--- src/rtl/fetch_queue_pkg.sv ---
// Shared core definitions for the fetch queue and its consumers.
package fetch_queue_pkg;

    localparam int XLEN = 32;

    // Instruction decode injects when the queue has nothing valid (addi x0, x0, 0).
    localparam logic [XLEN-1:0] NOP_INST = 32'h0000_0013;

    localparam int FETCH_QUEUE_DEPTH = 4;

    typedef struct packed {
        logic [XLEN-1:0] pc;
        logic [XLEN-1:0] inst;
    } fq_entry_t;

endpackage

--- src/rtl/fetch_queue_register_rst_en.sv ---
// Register with synchronous active-high reset and load enable.
module register_rst_en #(
    parameter int               WIDTH       = 1,
    parameter logic [WIDTH-1:0] RESET_VALUE = '0
) (
    input  logic             clk,
    input  logic             rst,
    input  logic             en,
    input  logic [WIDTH-1:0] d,
    output logic [WIDTH-1:0] q
);

    // Reset wins over enable; otherwise load d when enabled.
    always_ff @(posedge clk) begin
        if (rst) begin
            q <= RESET_VALUE;
        end else if (en) begin
            q <= d;
        end
    end

endmodule

--- src/rtl/fetch_queue.sv ---
// Fetch-to-decode FIFO with single-cycle flush and halt back-pressure.
module fetch_queue
    import fetch_queue_pkg::*;
#(
    parameter int DEPTH = FETCH_QUEUE_DEPTH
) (
    input  logic            clk,
    input  logic            rst,
    input  logic            fq_i_valid,
    input  logic [XLEN-1:0] fq_i_pc,
    input  logic [XLEN-1:0] fq_i_inst,
    output logic            fq_o_ready,
    output logic            fq_o_halt,
    input  logic            fq_i_flush,
    output logic            fq_o_valid,
    output logic [XLEN-1:0] fq_o_pc,
    output logic [XLEN-1:0] fq_o_inst,
    input  logic            fq_i_ready,
    output logic [$clog2(DEPTH):0] fq_o_count
);

    localparam int AW = $clog2(DEPTH);
    localparam logic [AW:0] FULL = (AW+1)'(DEPTH);

    logic [AW-1:0] wr_ptr, rd_ptr, wr_ptr_d, rd_ptr_d;
    logic [AW:0]   count, count_d;
    logic          push, pop;
    logic          wr_en, rd_en, count_en;
    fq_entry_t     mem [DEPTH];
    fq_entry_t     head;

    // Flush masks both handshakes so nothing enters or leaves that cycle;
    // a full queue never accepts, even if decode pops in the same cycle.
    assign fq_o_ready = (count != FULL) && !fq_i_flush;
    assign fq_o_halt  = !fq_o_ready;
    assign fq_o_valid = (count != '0) && !fq_i_flush;
    assign fq_o_count = count;

    assign push = fq_i_valid && fq_o_ready;
    assign pop  = fq_o_valid && fq_i_ready;

    assign head      = mem[rd_ptr];
    assign fq_o_pc   = head.pc;
    assign fq_o_inst = head.inst;

    assign wr_en    = push || fq_i_flush;
    assign rd_en    = pop  || fq_i_flush;
    assign count_en = push || pop || fq_i_flush;

    // Next pointer/count values with flush folded in as a clear.
    always_comb begin
        wr_ptr_d = fq_i_flush ? '0 : wr_ptr + AW'(1);
        rd_ptr_d = fq_i_flush ? '0 : rd_ptr + AW'(1);
        count_d  = count;
        if (fq_i_flush) begin
            count_d = '0;
        end else if (push && !pop) begin
            count_d = count + (AW+1)'(1);
        end else if (pop && !push) begin
            count_d = count - (AW+1)'(1);
        end
    end

    register_rst_en #(.WIDTH(AW)) u_wr_ptr (
        .clk (clk),
        .rst (rst),
        .en  (wr_en),
        .d   (wr_ptr_d),
        .q   (wr_ptr)
    );

    register_rst_en #(.WIDTH(AW)) u_rd_ptr (
        .clk (clk),
        .rst (rst),
        .en  (rd_en),
        .d   (rd_ptr_d),
        .q   (rd_ptr)
    );

    register_rst_en #(.WIDTH(AW+1)) u_count (
        .clk (clk),
        .rst (rst),
        .en  (count_en),
        .d   (count_d),
        .q   (count)
    );

    // Storage: cleared on reset so the head reads zero, written on push.
    always_ff @(posedge clk) begin
        if (rst) begin
            for (int unsigned i = 0; i < DEPTH; i++) begin
                mem[i] <= '0;
            end
        end else if (push) begin
            mem[wr_ptr] <= '{pc: fq_i_pc, inst: fq_i_inst};
        end
    end

endmodule

--- config.mk ---
export PLATFORM = sky130hd
export DESIGN_NAME = fetch_queue
export DESIGN_NICKNAME = d
export VERILOG_FILES = /design/src/rtl/fetch_queue_pkg.sv /design/src/rtl/fetch_queue_register_rst_en.sv /design/src/rtl/fetch_queue.sv
export SDC_FILE = /design/constraint.sdc
export NUM_CORES = 1
export LEC_CHECK = 0
export CORE_MARGIN = 1.5
export CORE_UTILIZATION = 23
export CTS_CLUSTER_SIZE = 8
export DETAILED_ROUTE_END_ITERATION = 7
export PLACE_DENSITY = 0.48
export SYNTH_ARGS = -nofsm -noshare
export SYNTH_HDL_FRONTEND = slang
export SYNTH_SLANG_ARGS = --single-unit
export TNS_END_PERCENT = 50
--- constraint.sdc ---
create_clock -name clk -period 3.6 [get_ports clk]
set_input_delay 0.54 -clock clk [delete_from_list [all_inputs] [get_ports clk]]
set_output_delay 0.54 -clock clk [all_outputs]
set_load 0.02 [all_outputs]
# Word-level counts from Yosys, hierarchy flattened
# Memories as Yosys holds them, arrays and structs flattened. A register that Yosys moved wholly into a read port is not among the register bits.
# Cells that the tools add are included.
word_totals:
  regBits: 7
  latchBits: 0
  ramBits: 256
  rom_bits: 0
  input_bits: 69
  out_inout_bits: 70
  memories: 1
classes:
  add_sub_neg: 4
  n_mul: 0
  div: 0
  order_cmp: 0
  n_eq_ne: 1
  shift: 0
  n_mux: 15
  bitwise: 0
  reduce_logical: 18
mem_list:
  columns: ["memory", "words", "word_bits", "read_ports", "rd_clocked_by_memory_dff", "write_ports", "line_no", "text"]
  rows:
  - ["mem", 4, 64, 1, 1, 4, "fetch_queue.sv:29", "fq_entry_t mem [DEPTH];"]
op_table:
  columns: ["cell", "n"]
  rows:
  - ["$mux W64", 1]
  - ["$reduce_or A64 Y1", 1]
  - ["$mux W2", 5]
  - ["$mux W3", 3]
  - ["$logic_and A1 B1 Y1", 6]
  - ["$mux W1", 6]
  - ["$reduce_bool A3 Y1", 2]
  - ["$add A2 B1 Y2 const B", 2]
  - ["$logic_not A1 Y1", 4]
  - ["$logic_or A1 B1 Y1", 4]
  - ["$add A3 B1 Y3 const B", 1]
  - ["$ne A3 B3 Y1 const B", 1]
  - ["$sub A3 B1 Y3 const B", 1]
  - ["$reduce_and A2 Y1", 1]

# Depth between registers and ports, before layout
depth:
  depth_word: 8
  depth_mapped: 8

# Modules after synthesis
# A second synthesis with hierarchy kept.
unflattened:
  hier_cells: 687
  area_unflattened_um2: 11612.4
modules_own_cells:
  columns: ["mod", "n_inst", "cells_per_inst", "area_each_um2", "seq_area_each_um2"]
  rows:
  - ["fetch_queue", 1, 666, 11375.9, 7687.4]
  - ["register_rst_en (u_rd_ptr ...)", 2, 6, 67.6, 40.0]
  - ["register_rst_en (u_count)", 1, 9, 101.3, 60.1]

# Worst setup path before layout
# No wires, ideal clock.
synth_path:
  path_kind: "flip-flop to flip-flop"
  start: "register u_count.q[0]"
  end: "memory mem[0][0] (netlist name), enable pin"
  arrival_ns: 2.273
  required_ns: 3.179
  setup_slack_ns: 0.906
  path_stages_with_launch: 5
  n_path_buf: 0
  synth_period_minus_slack_ns: 2.694
  path_cell_list: "dfxtp_1 > or3b_1 > nand2_1 > nor2_1 > a21o_1"
synth_rtl:
  columns: ["element", "line_no", "text"]
  rows:
  - ["start: declaration", "fetch_queue_register_rst_en.sv:10", "output logic [WIDTH-1:0] q"]
  - ["start signal: assignment", "fetch_queue_register_rst_en.sv:16", "q <= RESET_VALUE;"]
  - ["start signal: assignment", "fetch_queue_register_rst_en.sv:18", "q <= d;"]
  - ["end: declaration", "fetch_queue.sv:29", null]

==> summary.md <==
| Metric | Value |
|---|---|
| Mapped Area | approximately 11000 um^2 |
| Clk_skew | 0.0150 ns |
| Final Hold Vio Count | 0 |
| Hold endpoint | u_rd_ptr.q[1] |
| Syn Area/Cell | 16.7 um^2 |
| Yosys Warn Count | 0 |
| Core Rows | 81 |
| Unrepaired setup endpoints after global routing | false |
| First-pass GRT wire length | 44400 um |
| Max-slew violations | 0 |
| Clock Pin Slew Worst Setup and Hold Paths | 0.05 ns |
| Core ar. | 49200 um^2 |
| DR DRC count | 0 |
| DP Wirelength | 16000 um |
| P&R area growth vs syn | 29.0% |
| Io pins | approximately 140 |
| Pwr Total | 7.55 mW |
| Mean number of vias per cell | 4.21 |
| Hold Path Class | reg -> reg |
| Multi-input gate area | 3400 um^2 |
| Total GRT Usage | 0.119 |
| CP Class | reg -> out |
| Most common cell after layout, fill and taps aside | edfxtp_1 |
| Critical-path cell list | buf_12 > mux4_2 > clkdlybuf4s50_1 |
| Synth cell types | 37 |
| Die area | slightly above 50000 um^2 |
| Crit path DAT | around 2.6 ns |
| Worst Tran Pin Value | 0.872 ns |
| R2r startpoint | u_count.q[0] |
| Worst slew margin | 0.419 |
| Status | finished, final reports clean |
| Req. time, crit path | 3.06 ns |
| 1st-iter DRT viols | 359 |
| Avg WL per Cell | 19.6 um |
| CP max FO | 37 |
| Hold Path Stages | 1 |
| Max VDD drop | 0.268 mV |
| GPL Wtd Cong | 0.709 |
| CP max stage cell | mux4_2 |
| Final setup fails | 0 |
| Die Ht | 227 um |
| NumNets Final | 904 |
| Layout cell share with drive strength beyond 1 | 0.159 |
| Clock buffer count from CTS | 39 |
| H-tree levels | 2 |
| Hold path startpoint | u_rd_ptr.q[0] |
| Final WL | around 30000 um |
| Mapped Cells | 688 |
| Largest cells by area after synthesis | edfxtp_1 67%, mux4_2 13%, and2_1 10% |
| Post-route clock period utilization | 0.880 |
| Routed Antenna Nets | 0 |
| Initial Util | 0.234 |
| Register Area | 7880 um^2 |
| Initial antenna violation count | 4 |
| Largest area contributor in the netlist | edfxtp_1 |
| Power density over the cells | between 500 and 600 nW/um^2 |
| Via count | 6348 |
| Crit. End Element | primary output |
| Number of synthesized register bits | roughly 270 |
| Sequential element share of the synthesized area | 0.685 |
| Min Tclk post-route | 3.17 ns |
| TritonCTS clock tree | yes |
| Worst r2r path cells | 8 |
| R2r setup slk | 1.19 ns |
| I/O Buffers | 138 |
| Gr ovfl total | 0 |
| # clock sinks | 265 |
| Drt pass-1 iters | 4 |
| Longest Clk Path Bufs | 3 |
| Number of global-route vias before repair | around 6900 |
| Pin count of the biggest net entering global routing | 129 |
| Startpoint types | flip-flop |
| Setup bufs post-CTS | 0 |
| Clock Tree Root | clkbuf_16 |
| Skew-Pair Late Insertion Delay | 0.53 ns |
| Crit path largest cell delay | roughly 0.60 ns |
| Quantity of hold-fixing buffers added after cts | 0 |
| Share of the synthesized area in the top cell type | 0.669 |
| CTS resizes | 0 |
| Fmax | 316 MHz |
| R2R Path End | u_count.q[2] |
| Setup_tns | 0 ns |
| Max-cap violations | 0 |
| Filler cells | 4851 |
| Syn Nets | 758 |
| Most frequent cells in the layout | 256 x edfxtp_1, 192 x and2_1, 138 x clkdlybuf4s50_1 |
| Die X-Extent | about 230 um |
| Lkg Pwr | 5.33 nW |
cell type report:
type                    count  share of cell area
multi-input cells         368               0.229
flip-flops and latches    265               0.531
clock inverters             2            0.000506
diodes                      1            0.000169
repair buffers            155               0.110
well taps                 664              0.0560
clock buffers              48              0.0716
inverters                   5             0.00127
logic make-up after synthesis:
family / count (synthesis) / share of synthesized area
AOI/OAI and AO/OA: 16 / 0.00947
and+or+nand+nor: 285 / 0.154
adders and majority gates: 1 / 0.00174
DFF: 265 / 0.685
xor gates and xnor gates: 2 / 0.00152
muxes: 64 / 0.125
buffers and inverters: 55 / 0.0234
worst max-delay path, delay by kind of cell, from the launching register on:
kind     cells  cell delay, ns
mux          1            0.60
flops        1            0.54
buf+inv      2            0.93
synth_stat cells:
| master | n |
|---|---|
| nand2_1 | 2 |
| a31o_2 | 2 |
| inv_1 | 5 |
| nor3b_1 | 2 |
| o21ai_0 | 2 |
| mux4_2 | 64 |
| buf_6 | 5 |
| a211o_1 | 1 |
| o211ai_1 | 2 |
| and3_1 | 64 |
| a21o_1 | 1 |
| clkbuf_1 | 29 |
| dfxtp_1 | 9 |
| buf_4 | 2 |
| xnor2_1 | 1 |
| nand4_1 | 1 |
| buf_2 | 8 |
| or3_1 | 2 |
| or3b_1 | 1 |
| nor3_1 | 2 |
| a21oi_1 | 5 |
| o21a_1 | 1 |
| nand3_1 | 2 |
| fa_1 | 1 |
| nor2_1 | 8 |
| or2_1 | 1 |
| clkbuf_2 | 6 |
| nor3_2 | 2 |
| a22o_1 | 1 |
| and2_1 | 192 |
| and3b_1 | 1 |
| nor2b_1 | 2 |
| nand2b_1 | 1 |
| or2_2 | 2 |
| xor2_1 | 1 |
| edfxtp_1 | 256 |
| a2111oi_0 | 1 |
state kept, by name, summed over array words and instances, names as in the netlist, named ones only:
name and flops:
mem 256, u_count.q 3, u_rd_ptr.q 2, u_wr_ptr.q 2
worst max-delay path by stage:
stage,to,cells past startpoint,slack (ns),startpoint
after detailed placement,mem[2][55],6,0.68,rst
after floorplan,mem[0][0],4,0.91,u_count.q[0]
final,fq_o_pc[24],3,0.43,flip-flop
after global routing,fq_o_pc[24],3,0.27,flip-flop
after global placement,mem[2][55],6,0.70,rst
after CTS,fq_o_pc[28],3,0.30,flip-flop
per-layer routing:
| metal | routed length [um] | vias to the layer above | global-route usage |
|---|---|---|---|
| li1 | - | 2889 | - |
| met1 | 13200 | 3258 | 0.157 |
| met2 | 14000 | 165 | 0.188 |
| met3 | 1870 | 36 | 0.0298 |
| met4 | 569 | 0 | 0.0419 |
| met5 | 0 | - | 0 |
power breakdown:
part / switching (mW) / internal (mW)
Clock: 1.27 / 2.03
Combinational: 0.352 / 0.315
Sequential: 0.0431 / 3.54
metrics by stage:
stage	hold slack [ns]	instances	instance area, um^2	util	setup slack (ns)
6_report	0.574	1508	14800	0.302	0.431
3_5_place_dp	0.553	1457	13800	0.280	0.676
4_1_cts	0.575	1507	14800	0.302	0.298
2_1_floorplan	0.484	688	11500	-	0.906
5_1_grt	0.616	1507	14800	0.302	0.266
3_3_place_gp	0.567	1457	13800	0.280	0.699
No activity file was read; power rests on OpenSTA's default activity.
==> RTL edit 1 (config.mk and constraints unchanged) <==
`FETCH_QUEUE_DEPTH`: 4 -> 8.
--- a/src/rtl/fetch_queue_pkg.sv
+++ b/src/rtl/fetch_queue_pkg.sv
@@ -8,3 +8,3 @@
 
-    localparam int FETCH_QUEUE_DEPTH = 4;
+    localparam int FETCH_QUEUE_DEPTH = 8;
 
Ports: changed (resized fq_o_count); port bits go from 139 to 140. The function was not compared with the original's and may differ.
==> RTL edit 1 against the original RTL <==
  * Power grew 100%
  * Synthesized cell count grew 130%
  * Hold slack lost 0.065 ns
  * Worst setup slack lost 0.30 ns
  * Combinational power grew 100%
  * Final area grew 92%
  * Sequential power grew 96%
  * Highest routed layer is now met5
  * Clock power grew 100%
  * First-iteration DRC count grew to 3.0 times the old value
  * Area after synthesis grew 99%
  * Routed wire length grew 130%
  * Sequential cell count grew 260
  * Cell count grew 100%
  * Count of clock-buffer cells in the layout grew 51
==> RTL edit 1: results (changes against the original RTL) <==
The clock group total power came to 6.70 mW (+100%). The worst setup slack before clock tree synthesis was 0.706 ns (+0.0306 ns). The post-placement cell area was 0.0262 mm2 (+90%). The length of routed met3 wiring is 4.44 mm (+140%). The setup slack of the worst register-to-register path is 0.98 ns (-0.21 ns). The number of detailed-routing iterations run before antenna repair came out at 5 (+1). The half-perimeter wire length of the detailed placement result was 38.4 mm (+140%). The routability congestion estimate is 0.739 (+4.3%). The final net count is 1,789 (+98%).

The power density normalized to cell area is 530 mW/mm2 (+4.2%). The share of the clock period used by the worst path after layout was 96.4% (+8.4 points). The global router's overall resource usage is 13.3% (+1.5 points). The inverter count is 7 (+2). The proportion of layout cells with a drive suffix above 1 came out at 20.4% (+4.5 points). The gate count of the mapped netlist came out at 1,556 (+130%). The later-pin clock latency in the skew report came to 0.64 ns (+0.11 ns).

The largest registers in the layout are mem x512, u_count.q x4. The share of total power consumed by net switching was 23.6% (+1.5 points). The via density per instance came out at 4.48 (+6.5%). The flow ran to the end, and the final reports show no timing, DRC or antenna violations. The total leakage power is 9.25 nW (+74%). The power of the sequential group came out at 7.02 mW (+96%).

The final clock skew came out at 0.0272 ns (+0.0121 ns). The number of inserted filler cells in the final layout came to 9,897 (+100%). The cell count after placement is 2,923 (+100%). The final-layout non-clock buffer area share is 7.71% (-3.3 points). The initial antenna violation count is 12 (+8). The worst hold slack came out at 0.509 ns (-0.0649 ns). The count of plain and timing-repair buffers in the layout was 192 (+24%).

The met2 wire length came out at 33.4 mm (+140%). The port buffer count is 139 (+0.72%). The pin count of the biggest net entering global routing is 113 (-12%). The area growth from synthesis to layout is 24.3%. The wire length reported by the detailed router came to 67.8 mm (+130%). The largest incremental delay on the critical path is 0.58 ns (-0.02 ns). The register area share after synthesis came to 68.4% (about the same). The count of clock buffers in the final design was 99 (+110%). The final routed wire length divided by cell count came to 22.3 um (+14%). The global-route wire length before repair came out at 98.4 mm (+120%). The startpoint identified for the worst hold timing path is u_rd_ptr.q[1]. The count of multi-input combinational gates came to 912 (+150%). The number of sinks driven by the clock tree came out at 525 (+98%). The final design utilization was 28.9% (-1.3 points).
[RTL edit 1: changes by cell type after synthesis, sizes merged, moves of 64 or more]
cell | unedited run | this run
and2 | 192 | 38
edfxtp | 256 | 512
mux2 | 0 | 65
mux4 | 64 | 128
nand2 | 2 | 136
nor2 | 8 | 495
[RTL edit 1: kinds of logic after synthesis]
logic type	count (synthesis)	synth area share [%]
flip-flops	525	68.4
AO/OA/AOI/OAI	19	0.575
multiplexers	194	15.9
buffers and inverters	119	2.64
AND/OR/NAND/NOR	690	12.1
XOR/XNOR	4	0.153
adder cells (fa/ha/maj)	5	0.307
[RTL edit 1: worst paths after layout]
check                               endpoint  depth (start not counted)
worst max-delay path            fq_o_inst[2]                          4
worst min-delay path                    flop                          2
worst max register to register  u_count.q[3]                          9
worst min register to register          flop                          2
==> RTL edit 2 (config.mk and constraints unchanged) <==
Made on the original files. Put a register stage on the output `fq_o_count`, without a reset. The value now appears one clock later. The other outputs are not delayed to match.
--- a/src/rtl/fetch_queue.sv
+++ b/src/rtl/fetch_queue.sv
@@ -36,3 +36,5 @@
     assign fq_o_valid = (count != '0) && !fq_i_flush;
-    assign fq_o_count = count;
+    always_ff @(posedge clk) begin
+        fq_o_count <= count;
+    end
 
Formal check against the unedited RTL: not equivalent (Yosys sat finds a counterexample within 4 cycles, from zero or initial values and one cycle with rst high).
==> RTL edit 2 against the original RTL <==
  * Highest routed layer is now met5
  * Largest power group unchanged
  * Via count is 0.33% lower
  * First-iteration DRC count is 14% lower
  * Power hardly changed
  * Worst setup slack worse by 0.0078 ns
  * Largest cell class unchanged
  * Final area is 0.40% higher
  * Routed wire length is 0.94% higher
  * Core utilization is 0.057 points higher
  * Area after synthesis is 0.52% higher
  * Sequential cell count is 3 higher
==> RTL edit 2: results (changes against the original RTL) <==
The startpoint identified for the worst register-to-register timing path is u_count.q[1]. The area fraction in compound gates after synthesis is 0.942% (-0.0049 points). The slowest stage of the critical path is the sky130_fd_sc_hd__dfxtp_4 cell. The combinational group power is 0.673 mW (+0.9%). The largest incremental delay on the critical path is 0.65 ns (+0.05 ns). The highest ir drop seen on vdd is 0.000293 V (+9.4%). The normalized max-slew margin is 42.1% (+0.17 points). The global router's overall resource usage is 11.8% (-0.018 points). The clock distribution area overhead in the final layout is 7.01% (-0.20 points).

The area of all sequential standard cells is 0.00794 mm2 (+0.76%). The largest registers in the layout are mem x256, fq_o_count x3, u_count.q x3. The count of clock buffers in the final design came to 50 (+4.2%). The worst path arrival time came out at 2.64 ns (about the same). The startpoint of the tightest hold check path is u_count.q[0]. The via count of the first global-routing pass came out at 6,936 (+0.20%).

The clock group total power came out at 3.25 mW (-2%). The power density normalized to cell area is 506 mW/mm2 (-0.49%). The final cell count without fillers is 1,514 (+0.40%).

The final net count came out at 907 (+0.33%). The worst hold slack came out at 0.453 ns (-0.121 ns). The worst setup slack before clock tree synthesis came out at 0.568 ns (-0.108 ns). The share of total power consumed by net switching was 22.5% (+0.43 points).

The routability congestion estimate came out at 0.705 (-0.48%). The number of inserted filler cells in the final layout came to 4,934 (+1.7%). The number of cells traversed by the worst register-to-register path is 9 (+1).

The register bit count reported by yosys came out at 268 (+1.1%). The fraction of the mapped netlist area in adder cells is 0.173% (-0.00091 points). The net count after synthesis is 761 (+0.40%). The share of the synthesized netlist area taken by xor and xnor gates is 0.152% (-0.00079 points). The flow ran to the end, and the final reports show no timing, DRC or antenna violations. The via density per instance is 4.18 (-0.73%). The final-layout non-clock buffer area share was 11.1% (+0.12 points). The final clock skew is 0.0172 ns (+0.00217 ns).
==> RTL edit 2: cell count changes in the layout (fill, tap and decap cells not counted), sizes merged <==
cell    unedited run  this run
dfxtp              9        12
inv                5         8
clkbuf            48        50
clkinv             2         0
==> RTL edit 2: per-layer routing <==
metal / vias to the layer above / share of wire (%) / track usage, %
met3: 44 / 5.9 / 3.68
met2: 129 / 46 / 18.7
met4: 4 / 1.8 / 3.05
met1: 3248 / 46 / 15.8
li1: 2902 / - / -
met5: - / 0.077 / 0
==> RTL edit 2: worst max path at each step <==
| stage | startpoint | end | slack, ns | cells past startpoint |
|---|---|---|---|---|
| 2_1_floorplan | fq_i_flush | mem[2][0] | 0.96 | 6 |
| 3_3_place_gp | rst | mem[2][30] | 0.64 | 6 |
| 3_5_place_dp | rst | mem[2][30] | 0.57 | 6 |
| 4_1_cts | flop | fq_o_pc[31] | 0.33 | 3 |
| 5_1_grt | flop | fq_o_inst[21] | 0.25 | 3 |
| 6_report | flop | fq_o_pc[31] | 0.42 | 3 |
